==> src/rtl/jtframe_dump_ctrl.sv <==
// Frame-windowed capture controller: counts frames on vs falling edges and
// opens one programmable capture window per channel once armed.
module jtframe_dump_ctrl #(
    parameter int CW           = 32,
    parameter int LENW         = 16,
    parameter int CHANNELS     = 2,
    parameter bit ARM_ON_DWNLD = 1'b1
) (
    input  logic                     clk,
    input  logic                     rst,
    input  logic                     vs,
    input  logic                     dwnld,
    input  logic [CHANNELS*CW-1:0]   start,
    input  logic [CHANNELS*LENW-1:0] len,
    output logic [CW-1:0]            frame_cnt,
    output logic                     armed,
    output logic [CHANNELS-1:0]      dump_en,
    output logic [CHANNELS-1:0]      dump_on,
    output logic [CHANNELS-1:0]      dump_off,
    output logic [CHANNELS-1:0]      done
);

    typedef enum logic [1:0] {
        ST_IDLE,
        ST_WAIT,
        ST_ON,
        ST_DONE
    } ch_state_t;

    ch_state_t       st  [CHANNELS];
    logic [LENW-1:0] rem [CHANNELS];
    logic            unb [CHANNELS];

    logic          vs_l, dwnld_l;
    logic          vfall, dfall, drise, disarm;
    logic [CW-1:0] fc_n;

    assign vfall  = vs_l & ~vs;
    assign dfall  = dwnld_l & ~dwnld;
    assign drise  = ~dwnld_l & dwnld;
    assign disarm = ARM_ON_DWNLD ? drise : 1'b0;
    assign fc_n   = frame_cnt + CW'(1);

    // NOTE: every register below is assigned with <= so all of them update
    // together on the edge; = here would let later lines see new values.
    always_ff @(posedge clk) begin
        if (rst) begin
            vs_l      <= 1'b0;
            dwnld_l   <= 1'b0;
            frame_cnt <= '0;
            armed     <= 1'b0;
            dump_en   <= '0;
            dump_on   <= '0;
            dump_off  <= '0;
            done      <= '0;
            // NOTE: rem/unb are left out of reset on purpose; they are only
            // read in ST_ON and are always loaded on the way into it.
            for (int ch = 0; ch < CHANNELS; ch++) st[ch] <= ST_IDLE;
        end else begin
            vs_l    <= vs;
            dwnld_l <= dwnld;
            if (vfall) frame_cnt <= fc_n;

            if (ARM_ON_DWNLD) begin
                if (drise)      armed <= 1'b0;
                else if (dfall) armed <= 1'b1;
            end else begin
                armed <= 1'b1;
            end

            dump_on  <= '0;
            dump_off <= '0;

            for (int ch = 0; ch < CHANNELS; ch++) begin
                if (disarm) begin
                    // Disarm beats a simultaneous vfall: nothing opens this cycle
                    if (st[ch] == ST_ON) dump_off[ch] <= 1'b1;
                    st[ch]      <= ST_IDLE;
                    dump_en[ch] <= 1'b0;
                    done[ch]    <= 1'b0;
                end else begin
                    case (st[ch])
                        ST_IDLE: if (armed) st[ch] <= ST_WAIT;
                        ST_WAIT: begin
                            if (vfall && fc_n >= start[ch*CW +: CW]) begin
                                st[ch]      <= ST_ON;
                                rem[ch]     <= len[ch*LENW +: LENW];
                                unb[ch]     <= (len[ch*LENW +: LENW] == '0);
                                dump_en[ch] <= 1'b1;
                                dump_on[ch] <= 1'b1;
                            end
                        end
                        ST_ON: begin
                            if (vfall && !unb[ch]) begin
                                if (rem[ch] == LENW'(1)) begin
                                    st[ch]       <= ST_DONE;
                                    dump_en[ch]  <= 1'b0;
                                    dump_off[ch] <= 1'b1;
                                    done[ch]     <= 1'b1;
                                end else begin
                                    rem[ch] <= rem[ch] - LENW'(1);
                                end
                            end
                        end
                        default: ;
                    endcase
                end
            end
        end
    end

endmodule
==> config.mk <==
export PLATFORM = sky130hd
export DESIGN_NAME = jtframe_dump_ctrl
export DESIGN_NICKNAME = d
export VERILOG_FILES = /design/src/rtl/jtframe_dump_ctrl.sv
export SDC_FILE = /design/constraint.sdc
export NUM_CORES = 1
export LEC_CHECK = 0
export CORE_MARGIN = 5
export CORE_UTILIZATION = 46
export DETAILED_ROUTE_END_ITERATION = 10
export GPL_TIMING_DRIVEN = 0
export PLACE_DENSITY = 0.78
export RECOVER_POWER = 25
export SYNTH_ARGS = -nofsm -noshare
export SYNTH_HDL_FRONTEND = slang
export SYNTH_SLANG_ARGS = --single-unit
==> constraint.sdc <==
create_clock -name clk -period 4.1 [get_ports clk]
set_input_delay 0.82 -clock clk [delete_from_list [all_inputs] [get_ports clk]]
set_output_delay 0.82 -clock clk [all_outputs]
set_load 0.1 [all_outputs]
==> impl_metrics.yaml <==
yosys:
  yosys_warnings: 0
  syn_nets: 889
  synthesis.area_sq_mm: 0.005988
  ys_seq_area_share_pct: 33.43
  yosys_most_used_dff: "dfxtp_1"
  synth_enable_flop_cells: 38
  post_synth.cell_area_avg_sq_um: 8.317
  ys_types: 47
  ys_seq_elements: 81
  syn-instance-count: 720
  asyncSetResetFlopFracSynth_pct: 0
layout:
  insertedDiodeCount: 0
  nFillCells: 1134
  flow.area_growth_from_synthesis_pct: 34.60
  area.sequential_sq_mm: 0.002026
  share_of_post_route_cells_with_drive_strength_above_1_pct: 7.466
  final_net_count: 1048
  post_route_utilization_pct: 63.61
  area_of_combinational_cells_with_multiple_inputs_sq_mm: 0.003710
power_and_ir_drop:
  max-vdd-ir-drop_v: 0.0001959
  power_frac_clock_pct: 42.6
  power.share.switching_pct: 22.63
  p_leak_nw: 3.350
  pd_cells_mw_per_mm2: 231.7
  pwr-share-comb_pct: 11.6
  seq_power_share_pct: 45.8
  intPower_mw: 1.445
  switching_power_uw: 422.6
detailed_routing:
  drc: 0
  routedWlPerCell_um: 14.44
  avgViaCountPerCell: 5.183
  drt_iter0_drc: 272
  first_pass_iters: 5
  route.vias.total: 5473
  routed_wl_um: 15250
  remaining_antenna_violation_count: 0
setup_path:
  crit_path_start_kind: "flip-flop"
  worstReg2RegStart: "frame_cnt[12]$_SDFFE_PP0P_"
  cp_max_fo: 10
  critical_path.endpoint_type: "flip-flop"
  worst_r2r_endpoint: "rem[1][7]$_DFFE_PP_"
  reg2regPathDepth: 16
  critPathRequiredTime_ns: 4.14
  r2r_slack_ns: 0.19
  crit_path_category: "reg2reg"
  worst_ep_arrival_time_ns: 3.95
clocking:
  clk_transition_reported_paths_ns: 0.06
  number_of_cts_inserted_buffers: 9
  clk-insertion-delay-late_ns: 0.33
  max_buffers_root_to_sink: 2
  clock-sinks: 81
  cts-htree-levels: 3
  tritoncts: "built"
  post_cts_hold_buffer_count: 0
  cts_root_buffer: "clkbuf_16"
sta:
  finalWorstPathRequiredPeriod_ns: 3.905
  max-slew-margin-rel_pct: 30.26
  worstMarginPinSlew_ns: 1.043
  maxSlewViolCount: 0
  holdWs_ns: 0.4477
  finClkSkew_ns: 0.007480
  final.period_utilization_pct: 95.24
  fmax_mhz: 256.1
  finalSetupViolations: 0
  hold_viol: 0
die:
  floorplan.rows: 41
  design.die.area_sq_mm: 0.01540
  top_level_pins: 141
  floorplan.core_area_sq_mm: 0.01267
  initial_core_util_pct: 47.26
  die_boundary_width_um: 124.1
  die_y_um: 124.1
global_route:
  grt_overflow_total: 0
  groute.usage.overall_pct: 20.14
  grt_first_pass_wirelength_um: 24870
  largest_net_degree_at_the_start_of_global_routing: 17
  antenna_violations_before_repair: 1
  grt_pass1_vias: 5459
placement:
  globalplace.congestion: 0.8500
  port-buffer-count: 140
  hpwlAfterDp_um: 12010
min_path:
  worstHoldPathType: "reg2reg"
  holdPathStages: 2
  min_from: "dump_en[1]$_SDFFE_PP0P_"
  whs_endpoint: "dump_en[1]$_SDFFE_PP0P_"
flow_run:
  timing.max_cap.violations: 0
status:
  result_of_the_run: "completed"
[flip-flops by register name, indices dropped and copies added, names as in the netlist]
register and count:
unb 2, st 4, dump_off 2, dump_en 2, frame_cnt 32, vs_l 1
dwnld_l 1, armed 1, dump_on 2, done 2, rem 32
[layout by cell type (no fill, tap or decap), types with 20 or more instances in the layout]
cell             netlist  layout
edfxtp_1              38      38
nand3_1               22      23
nand2_1               85      85
nor2_1                71      71
xnor2_1               44      43
inv_1                 68      68
xor2_1                35      35
dfxtp_1               43      24
o21ai_0               55      53
ha_1                  69      69
a21oi_1               33      33
clkdlybuf4s50_1        0     136
nor3_1                21      20
[critical path, stage by stage, from the launching register on]
cell	delay, ns
dfxtp_2	0.32
buf_2	0.17
and4_2	0.29
and4_1	0.19
buf_2	0.20
and4_1	0.21
buf_4	0.16
nand3_1	0.10
xnor2_1	0.20
ha_1	0.32
nand4_1	0.19
nor4_4	0.38
nand2_1	0.13
a31oi_2	0.24
a31oi_4	0.10
o21ai_4	0.19
buf_4	0.21
[layer usage]
metal	GRT usage (%)	routed length, um	up-vias
met1	25.51	6831	2487
met4	4.860	176	2
met5	0	11	-
li1	-	-	2824
met3	3.996	950	15
met2	35.27	7282	145
[worst max-delay path by stage]
| stage | start | end | slack (ns) | cells after the start |
|---|---|---|---|---|
| 4_1_cts | frame_cnt[12]$_SDFFE_PP0P_ | rem[0][12]$_DFFE_PP_ | 0.03 | 15 |
| 6_report | frame_cnt[12]$_SDFFE_PP0P_ | rem[1][7]$_DFFE_PP_ | 0.19 | 16 |
| 3_5_place_dp | frame_cnt[2]$_SDFFE_PP0P_ | rem[0][9]$_DFFE_PP_ | -0.49 | 14 |
| 2_1_floorplan | frame_cnt[2]$_SDFFE_PP0P_ | rem[0][0]$_DFFE_PP_ | 0.01 | 13 |
| 5_1_grt | frame_cnt[12]$_SDFFE_PP0P_ | rem[1][6]$_DFFE_PP_ | -0.02 | 16 |
| 3_3_place_gp | frame_cnt[2]$_SDFFE_PP0P_ | rem[0][10]$_DFFE_PP_ | -0.54 | 14 |
[kinds of logic after synthesis]
| kind of cell | share of synthesized area [%] |
|---|---|
| simple gates | 24.40 |
| compound gates | 10.36 |
| buf+inv | 5.829 |
| flops | 33.43 |
| xor+xnor | 11.55 |
| fa+ha+maj | 14.42 |
[layout make-up]
type                            instances  area share, %
Buffer                                 21          1.133
Clock buffer                           11          2.887
Timing Repair Buffer                  148          18.29
Inverter                               68          3.167
Multi-Input combinational cell        550          46.03
Sequential cell                        81          25.13
Tap cell                              172          2.670
Clock inverter                          5         0.6985
[repair_timing]
| action | 4_1_cts | 5_1_grt |
|---|---|---|
| gates resized for setup | 4 | 7 |
| endpoints found under the setup margin | 42 | 36 |
| buffers inserted | 4 | 4 |
| pin swaps | 2 | 3 |
| cloned | 0 | 0 |
[Yosys cell counts, drive strengths merged, types with 4 or more instances]
cell / n / share of area (%)
nand2: 86 / 5.4
nor2: 71 / 4.5
ha: 69 / 14
inv: 68 / 4.3
o21ai: 55 / 4.6
xnor2: 44 / 6.4
dfxtp: 43 / 14
edfxtp: 38 / 19
xor2: 35 / 5.1
a21oi: 33 / 2.8
nand3: 24 / 2.2
nor3: 21 / 1.8
nand4: 20 / 2.3
nor4: 17 / 2.2
or3: 12 / 1.3
buf: 11 / 0.94
clkbuf: 10 / 0.63
nor2b: 9 / 0.94
nand2b: 8 / 0.84
and4: 7 / 1.0
and3: 5 / 0.54
nand3b: 4 / 0.50
o31ai: 4 / 0.50
[through the flow]
step | instance area, sq um | cells | power, mW | worst slack [ns] | TNS (ns)
finish | 8060 | 1056 | 1.867 | 0.1950 | 0
global placement | 7644 | 1032 | 1.085 | -0.5397 | -13.08
floorplan | 6027 | 720 | 0.9618 | 0.01266 | 0
global route | 8060 | 1056 | 1.937 | -0.02305 | -0.2236
detailed placement | 7644 | 1032 | 1.089 | -0.4918 | -13.40
CTS | 7986 | 1052 | 1.884 | 0.03394 | 0
[power groups by stage]
stage	sequential, mW	clock, mW	combinational [mW]
6_report	0.855	0.795	0.218
3_5_place_dp	0.873	0	0.216
3_3_place_gp	0.872	0	0.212
5_1_grt	0.856	0.839	0.242
2_1_floorplan	0.883	0	0.0790
4_1_cts	0.855	0.810	0.218
No activity file was read; power rests on OpenSTA's default activity.
